[src/rtl/mem_preloader_if.sv]
// Byte-stream input and external memory write port of the memory preloader.
interface mem_preloader_if;
  localparam int unsigned BYTE_W = 8;
  localparam int unsigned WORD_W = 32;

  logic              in_valid;
  logic [BYTE_W-1:0] in_byte;
  logic              in_ready;
  logic              reload;
  logic              ext_mem_write;
  logic [WORD_W-1:0] ext_wrdata_add;
  logic [WORD_W-1:0] ext_wrdata;
  logic              cpu_hold;
  logic              done;
  logic              error;

  // Stream source / status consumer side
  modport master (
    output in_valid, in_byte, reload,
    input  in_ready, ext_mem_write, ext_wrdata_add, ext_wrdata,
           cpu_hold, done, error
  );

  // Loader side
  modport slave (
    input  in_valid, in_byte, reload,
    output in_ready, ext_mem_write, ext_wrdata_add, ext_wrdata,
           cpu_hold, done, error
  );
endinterface

[src/rtl/mem_preloader.sv]
// Framed byte-stream loader: base address, word count, little-endian words,
// and (with PRELOADER_CHECKSUM_EN defined) a trailing XOR checksum byte.
// Emits one-cycle external memory write pulses and holds the CPU in reset
// until the frame has been loaded.
module mem_preloader #(
  parameter int unsigned ADDR_STEP = 4,
  parameter int unsigned MAX_WORDS = 1024
) (
  input  logic           clk,
  input  logic           reset,
  mem_preloader_if.slave bus
);

  localparam int unsigned BYTE_W = 8;
  localparam int unsigned WORD_W = 32;
  localparam int unsigned SR_W   = WORD_W - BYTE_W;
  localparam int unsigned IDX_W  = 2;

  typedef enum logic [2:0] {
    ST_ADDR,
    ST_COUNT,
    ST_DATA,
`ifdef PRELOADER_CHECKSUM_EN
    ST_CSUM,
`endif
    ST_DONE,
    ST_ERR
  } state_t;

  state_t            state;
  logic [IDX_W-1:0]  byte_idx;
  logic [SR_W-1:0]   word_sr;
  logic [WORD_W-1:0] next_addr;
  logic [WORD_W-1:0] words_left;
  logic              release_pending;

  logic              accept;
  logic              last_byte;
  logic              reload_take;
  logic [WORD_W-1:0] word_full;

  // Byte handshake and little-endian word assembly
  always_comb begin
    accept      = bus.in_valid && bus.in_ready;
    last_byte   = accept && (byte_idx == IDX_W'(3));
    word_full   = {bus.in_byte, word_sr};
    reload_take = bus.reload && !release_pending &&
                  ((state == ST_DONE) || (state == ST_ERR));
  end

`ifdef PRELOADER_CHECKSUM_EN
  logic [BYTE_W-1:0] csum;
  logic              csum_ok;

  // Running XOR of every header and data byte
  always_ff @(posedge clk) begin
    if (!reset) begin
      csum <= '0;
    end else if (reload_take) begin
      csum <= '0;
    end else if (accept && (state != ST_CSUM)) begin
      csum <= csum ^ bus.in_byte;
    end
  end

  // Checksum byte comparison
  always_comb begin
    csum_ok = (bus.in_byte == csum);
  end
`endif

  // Frame sequencer with registered outputs
  always_ff @(posedge clk) begin
    if (!reset) begin
      state              <= ST_ADDR;
      byte_idx           <= '0;
      word_sr            <= '0;
      next_addr          <= '0;
      words_left         <= '0;
      release_pending    <= 1'b0;
      bus.in_ready       <= 1'b0;
      bus.ext_mem_write  <= 1'b0;
      bus.ext_wrdata_add <= '0;
      bus.ext_wrdata     <= '0;
      bus.cpu_hold       <= 1'b1;
      bus.done           <= 1'b0;
      bus.error          <= 1'b0;
    end else begin
      bus.ext_mem_write <= 1'b0;
      if (accept) begin
        word_sr  <= word_full[WORD_W-1:BYTE_W];
        byte_idx <= byte_idx + IDX_W'(1);
      end

      case (state)
        ST_ADDR: begin
          bus.in_ready <= 1'b1;
          if (last_byte) begin
            next_addr <= word_full;
            state     <= ST_COUNT;
          end
        end

        ST_COUNT: begin
          if (last_byte) begin
            words_left <= word_full;
            if (word_full > WORD_W'(MAX_WORDS)) begin
              state        <= ST_ERR;
              bus.in_ready <= 1'b0;
              bus.error    <= 1'b1;
            end else if (word_full == '0) begin
`ifdef PRELOADER_CHECKSUM_EN
              state        <= ST_CSUM;
`else
              state        <= ST_DONE;
              bus.in_ready <= 1'b0;
              bus.cpu_hold <= 1'b0;
              bus.done     <= 1'b1;
`endif
            end else begin
              state <= ST_DATA;
            end
          end
        end

        ST_DATA: begin
          if (last_byte) begin
            bus.ext_mem_write  <= 1'b1;
            bus.ext_wrdata     <= word_full;
            bus.ext_wrdata_add <= next_addr;
            next_addr          <= next_addr + WORD_W'(ADDR_STEP);
            words_left         <= words_left - WORD_W'(1);
            if (words_left == WORD_W'(1)) begin
`ifdef PRELOADER_CHECKSUM_EN
              state           <= ST_CSUM;
`else
              // Release waits one cycle so the hold covers the final write
              state           <= ST_DONE;
              bus.in_ready    <= 1'b0;
              release_pending <= 1'b1;
`endif
            end
          end
        end

`ifdef PRELOADER_CHECKSUM_EN
        ST_CSUM: begin
          if (accept) begin
            bus.in_ready <= 1'b0;
            if (csum_ok) begin
              state        <= ST_DONE;
              bus.cpu_hold <= 1'b0;
              bus.done     <= 1'b1;
            end else begin
              state     <= ST_ERR;
              bus.error <= 1'b1;
            end
          end
        end
`endif

        ST_DONE: begin
          if (release_pending) begin
            release_pending <= 1'b0;
            bus.cpu_hold    <= 1'b0;
            bus.done        <= 1'b1;
          end else if (reload_take) begin
            state        <= ST_ADDR;
            byte_idx     <= '0;
            bus.in_ready <= 1'b1;
            bus.cpu_hold <= 1'b1;
            bus.done     <= 1'b0;
          end
        end

        ST_ERR: begin
          if (reload_take) begin
            state        <= ST_ADDR;
            byte_idx     <= '0;
            bus.in_ready <= 1'b1;
            bus.error    <= 1'b0;
          end
        end

        default: begin
          state <= ST_ERR;
        end
      endcase
    end
  end

endmodule

[src/flat_wrapper.sv]
// flat-port wrapper written by rule: the top's interface ports become plain ports
module mem_preloader_flat 
#(
  parameter int unsigned ADDR_STEP = 4,
  parameter int unsigned MAX_WORDS = 1024
)
  (clk, reset, bus_in_valid, bus_in_byte, bus_reload, bus_in_ready, bus_ext_mem_write, bus_ext_wrdata_add, bus_ext_wrdata, bus_cpu_hold, bus_done, bus_error);
  mem_preloader_if bus_i ();
  input  logic clk;
  input  logic reset;
  input wire logic [$bits(bus_i.in_valid)-1:0] bus_in_valid;
  input wire logic [$bits(bus_i.in_byte)-1:0] bus_in_byte;
  input wire logic [$bits(bus_i.reload)-1:0] bus_reload;
  output wire logic [$bits(bus_i.in_ready)-1:0] bus_in_ready;
  output wire logic [$bits(bus_i.ext_mem_write)-1:0] bus_ext_mem_write;
  output wire logic [$bits(bus_i.ext_wrdata_add)-1:0] bus_ext_wrdata_add;
  output wire logic [$bits(bus_i.ext_wrdata)-1:0] bus_ext_wrdata;
  output wire logic [$bits(bus_i.cpu_hold)-1:0] bus_cpu_hold;
  output wire logic [$bits(bus_i.done)-1:0] bus_done;
  output wire logic [$bits(bus_i.error)-1:0] bus_error;
  assign bus_i.in_valid = bus_in_valid;
  assign bus_i.in_byte = bus_in_byte;
  assign bus_i.reload = bus_reload;
  assign bus_in_ready = bus_i.in_ready;
  assign bus_ext_mem_write = bus_i.ext_mem_write;
  assign bus_ext_wrdata_add = bus_i.ext_wrdata_add;
  assign bus_ext_wrdata = bus_i.ext_wrdata;
  assign bus_cpu_hold = bus_i.cpu_hold;
  assign bus_done = bus_i.done;
  assign bus_error = bus_i.error;
  mem_preloader #(.ADDR_STEP(ADDR_STEP), .MAX_WORDS(MAX_WORDS)) u_core (.clk(clk), .reset(reset), .bus(bus_i));
endmodule
[config.mk]
export PLATFORM = sky130hd
export DESIGN_NAME = mem_preloader_flat
export DESIGN_NICKNAME = d
export VERILOG_FILES = /design/src/rtl/mem_preloader_if.sv /design/src/rtl/mem_preloader.sv /design/src/flat_wrapper.sv
export SDC_FILE = /design/constraint.sdc
export NUM_CORES = 1
export LEC_CHECK = 0
export ABC_AREA = 0
export BUFFER_PORTS_ARGS = -buffer_cell sky130_fd_sc_hd__buf_2
export CORE_ASPECT_RATIO = 1.2
export CORE_MARGIN = 2
export CORE_UTILIZATION = 35
export DETAILED_ROUTE_END_ITERATION = 16
export HOLD_SLACK_MARGIN = 0.08
export RECOVER_POWER = 25
export SYNTH_ARGS = -nofsm -noshare
export SYNTH_HDL_FRONTEND = slang
export SYNTH_SLANG_ARGS = --single-unit
[constraint.sdc]
create_clock -name clk -period 2.45 [get_ports clk]
set_input_delay 0.1225 -clock clk [delete_from_list [all_inputs] [get_ports clk]]
set_output_delay 0.1225 -clock clk [all_outputs]
set_load 0.02 [all_outputs]
# ---- Word-level counts from Yosys, hierarchy flattened
# Index checks and enable logic that the tools add are counted.
dict set report word_totals {
  regBits 163
}
dict set report op_classes {
  reduce_logical 23
  n_addsub 3
  eq_ne 17
  order_cmp 1
  muxes 44
}
# cell n
set ops {}
lappend ops {{$pmux 32 s2} 2}
lappend ops {{$mux 32} 3}
lappend ops {{$add 32x3->32 const B} 1}
lappend ops {{$eq 32x1->1 const B} 1}
lappend ops {{$gt 32x11->1 const B} 1}
lappend ops {{$logic_not 32->1} 1}
lappend ops {{$sub 32x1->32 const B} 1}
lappend ops {{$mux 1} 22}
lappend ops {{$mux 3} 7}
lappend ops {{$pmux 3 s5} 1}
lappend ops {{$ne 2x1->1 const B} 7}
lappend ops {{$reduce_and 5->1} 2}
lappend ops {{$reduce_bool 2->1} 5}
lappend ops {{$reduce_and 3->1} 3}
lappend ops {{$pmux 1 s2} 4}
lappend ops {{$eq 3x2->1 const B} 2}
lappend ops {{$mux 2} 3}
lappend ops {{$ne 3x1->1 const B} 2}
lappend ops {{$reduce_and 6->1} 1}
lappend ops {{$pmux 1 s5} 1}
lappend ops {{$reduce_bool 5->1} 1}
lappend ops {{$logic_and 1x1->1} 4}
lappend ops {{$ne 2x2->1 const B} 2}
lappend ops {{$pmux 2 s2} 1}
lappend ops {{other kinds (9)} 10}

# ---- Longest topological paths before layout
dict set report logic_depth {
  depth_word 6
  depth_mapped 9
  depth_no_buf 8
}

# ---- Worst setup path before layout
# OpenSTA, ideal clock, no wires.
dict set report synth_path {
  kind {flip-flop to flip-flop}
  start {reg u_core.words_left[15]}
  end {reg u_core.words_left[25]}
  path_stages_with_launch 8
  t_arrival_ps 2243
  path_slack_ps 74
  setup_ps 133
  n_path_buf 2
  cell_sequence {dfxtp_1 > or4_1 > buf_2 > or4_4 > buf_6 > or3_4 > o311ai_1 > a31oi_1}
}
dict set report synth_between {
  elab_chain_cells 3
}
# item line_no
set synth_lines {}
lappend synth_lines {{start, declared} mem_preloader.sv:34} ;# logic [WORD_W-1:0] words_left;
lappend synth_lines {{start signal, assigned} mem_preloader.sv:106} ;# words_left <= word_full;
lappend synth_lines {{start signal, assigned} mem_preloader.sv:132} ;# words_left <= words_left - WORD_W'(1);
lappend synth_lines {{$sub 32x1->32} mem_preloader.sv:132}
lappend synth_lines {{$mux 32} mem_preloader.sv:127} ;# if (last_byte) begin
lappend synth_lines {{$pmux 32 s2} mem_preloader.sv:95} ;# case (state)
# No other way between the ends. The select of a mux whose other input is x is not followed.
# A chain may end at the register's enable or synchronous reset.

# ---- Worst setup path in the final report
dict set report layout_path {
  start {reg u_core.words_left[16]}
  end {reg u_core.words_left[25]}
}
# Same word-level chain as after synthesis.

==> flow_summary.toml <==
[setup_path]
crit_type = "reg2reg"
reg2reg_slack_ns = 0.11
reg2reg_depth = 5
worstPathRequired_ns = 2.76
worstReg2RegEnd = "u_core.words_left[25]$_SDFFE_PN0P_"
timing.rr.start = "u_core.words_left[16]$_SDFFE_PN0P_"
critPathLaunchType = "flop"
path_max_fanout = 9
critPathCaptureType = "flop"
arrival_ns = 2.65

[routing]
drt_wl_total_um = 23400
routed.top_layer = "met4"
routedWlPerCell_um = 16.8
routed_via_density = 5.47
drt-initial-drc-count = 777
drt-met1-wl_um = 10500
dr_total_vias = 7595
met2_length_um = 10600
dr.pass1.iters = 5
drc = 0
wl_met3_um = 1490
antenna_left = 0

[yosys]
synth-compound-area-share = 0.237
ys.flop_type = "dfxtp_1"
synthMuxAreaShare = 0.00267
synth_edf_count = 0
yosysUniqueCellTypes = 62
synth_async_sr_flop_share = 0
syn-cell-area_mm2 = 0.00750
synthTopCellsByArea = "dfxtp_1, nand2_1, a21oi_1, o21ai_0, nor2_1"
yosys_warnings = 0
synth_fp_nets = 1030
syn_inst = 1014
yosys.area.top_type_share = 0.435
synth-xor-area-share = 0.00234
synthSimpleGateAreaFrac = 0.274
yosys.area_share.adder = 0.00667
ys_seq_area_frac = 0.435
yosysTopAreaCell = "dfxtp_1"
synth_top_family_by_area = "simple AND/OR/NAND/NOR gates"
syn_avg_cell_area_um2 = 7.39
ys_ff_latch = 163

[finish]
drive_gt1_frac = 0.116
instances_no_fill = 1388
final_util = 0.436
multi_input_area_mm2 = 0.00395
area_delta_synth_final_pct = 21.9
final-seq-area_mm2 = 0.00326
fin_nets = 1121
n_fill_cell = 2168
insertedDiodeCount = 0

[outcome]
status = "complete, no violations"

[min_path]
hp-class = "in2reg"
hold_start = "reset"
hold_end = "u_core.state[0]$_SDFFE_PN0P_"
min_path_cells = 3

[floorplan]
coreArea_mm2 = 0.0210
rows = 58
die_x_um = 138
die_area_mm2 = 0.0226
io-pin-count = 81
chipHeight_um = 164
start_util = 0.358

[run]
drv_cap = 0

[sta]
rsz0062_at_grt = "no"
clock_skew_ns = 0.0100
max_freq_ghz = 0.427
tightest_slew_ns = 0.930
drv_slew = 0
period_needed_ns = 2.34
setup_viol = 0
slew_headroom = 0.379
finalCritPeriodShare = 0.956
fin_setup_tns_ns = 0
hold_violations = 0

[placement]
portBuffers = 80
hpwl_um = 16000
place_congestion = 0.922
place_inst = 1348

[cts]
post-cts-setup-buffers = 0
cts_root_buf = "clkbuf_16"
clock-sinks = 163
numCtsBuffers = 17
insertion_delay_ns = 0.44
cts_tree = "yes"
path_clk_slew_ns = 0.07
cts_max_level = 4
cts_buffer_depth = 2

[global_route]
grt_max_degree = 50
grt_pass1_vias = 7144
grt_antenna_before_repair = 0
track_usage = 0.212
grt_pass1_wl_um = 37600
overflow = 0

[pwr]
p_sw_uw = 1450
power_density_mw_per_mm2 = 674
p_seq_frac = 0.445
swShare = 0.235
peakVddDrop_mv = 0.483
p_comb_frac = 0.066
p_clk_frac = 0.488
p_leak_uw = 0.00316
p_int_uw = 4710
-- synth_stat cells, types with 2 or more instances --
cell type	instances
a31oi_1	17
buf_2	2
nand3_1	32
clkbuf_1	65
o22ai_1	6
o211ai_1	5
a32o_1	2
or4_1	7
nand2_1	250
o31a_1	5
a21o_1	6
o21a_1	5
a211oi_1	8
or3b_2	3
a21boi_0	2
ha_1	4
o41ai_1	4
nor3b_1	3
o221a_2	3
a22oi_1	10
mux2i_1	2
nor3_2	2
o31ai_1	5
nor3_1	31
nor2b_1	4
nand3b_1	2
inv_1	8
nor4_1	21
o21ai_0	64
a2bb2oi_1	3
buf_1	4
or3_1	3
a311oi_1	3
and2_1	4
nand4_1	7
nor2_1	73
and3_1	10
dfxtp_1	163
a21oi_1	143
-- sequential cells by signal, indices dropped and copies added (netlist names) --
register                   cells
u_core.state                   3
u_core.bus.done                1
u_core.bus.ext_mem_write       1
u_core.word_sr                24
u_core.words_left             32
u_core.bus.error               1
u_core.bus.ext_wrdata         32
u_core.bus.ext_wrdata_add     32
u_core.release_pending         1
u_core.next_addr              32
u_core.byte_idx                2
u_core.bus.cpu_hold            1
u_core.bus.in_ready            1
-- critical path: stages (launching register included) --
cell,delay (ns)
dfxtp_1,0.36
or4_1,0.54
or4_4,0.54
or3_4,0.38
o311ai_1,0.29
a31oi_1,0.12
-- layout by cell type (no fill, tap or decap), drive strengths merged, types with 17 or more instances in the layout --
cell type  Yosys  layout
o21ai         65      65
nor3          34      34
buf            7      78
dfxtp        163     163
nor4          22      22
clkbuf        65      78
a31oi         17      17
nand2        250     250
nor2          73      73
a21oi        143     143
nand3         32      32
-- how the worst max path moves through the flow --
stage | from | end | slack [ns] | depth (start not counted)
after global routing | u_core.words_left[16]$_SDFFE_PN0P_ | u_core.words_left[30]$_SDFFE_PN0P_ | 0.05 | 6
after CTS | u_core.words_left[16]$_SDFFE_PN0P_ | u_core.words_left[25]$_SDFFE_PN0P_ | 0.13 | 5
final | u_core.words_left[16]$_SDFFE_PN0P_ | u_core.words_left[25]$_SDFFE_PN0P_ | 0.11 | 5
after detailed placement | u_core.words_left[16]$_SDFFE_PN0P_ | u_core.words_left[25]$_SDFFE_PN0P_ | 0.16 | 5
after floorplan | u_core.words_left[15]$_SDFFE_PN0P_ | u_core.words_left[25]$_SDFFE_PN0P_ | 0.07 | 7
after global placement | u_core.words_left[16]$_SDFFE_PN0P_ | u_core.words_left[25]$_SDFFE_PN0P_ | 0.19 | 5
-- power groups by stage --
stage / logic [µW] / clock network, µW / registers (µW)
final: 408 / 3010 / 2740
after global routing: 449 / 3170 / 2750
after detailed placement: 395 / 0 / 2800
after global placement: 396 / 0 / 2800
after CTS: 408 / 3060 / 2740
after floorplan: 261 / 0 / 2780
-- final cells by class --
cell class	count	share of cell area
clock inverter	12	0.0223
timing repair buffer	144	0.0975
inverter	9	0.00397
tap	270	0.0370
clock buffer	20	0.0500
sequential	163	0.357
multi-input combinational	770	0.432
-- metal layers --
layer,global-route usage,up-vias
met3,0.0448,45
met5,0,-
li1,-,3763
met1,0.276,3550
met2,0.339,237
met4,0.0904,0
-- metrics by stage --
stage                     hold WS (ns)  setup WS (ns)  power [µW]  cell area (µm²)
final                            0.130          0.108        6160             9140
after CTS                        0.125          0.132        6210             9210
after global placement           0.411          0.193        3200             8470
after floorplan                  0.258         0.0739        3040             7500
after global routing             0.156         0.0471        6370             9140
after detailed placement         0.424          0.155        3200             8470
-- what timing repair did --
item	4_1_cts	5_1_grt
gates resized for setup	0	1
hold endpoints to repair	20	0
hold buffers	8	0
setup endpoints to repair	0	1
-- logic make-up after synthesis --
group           count (synthesis)
compound gates                302
flops                         163
simple gates                  460
fa+ha+maj                       4
mux                             2
xor+xnor                        2
buf+inv                        81
Power figures use the tool's default switching activity.
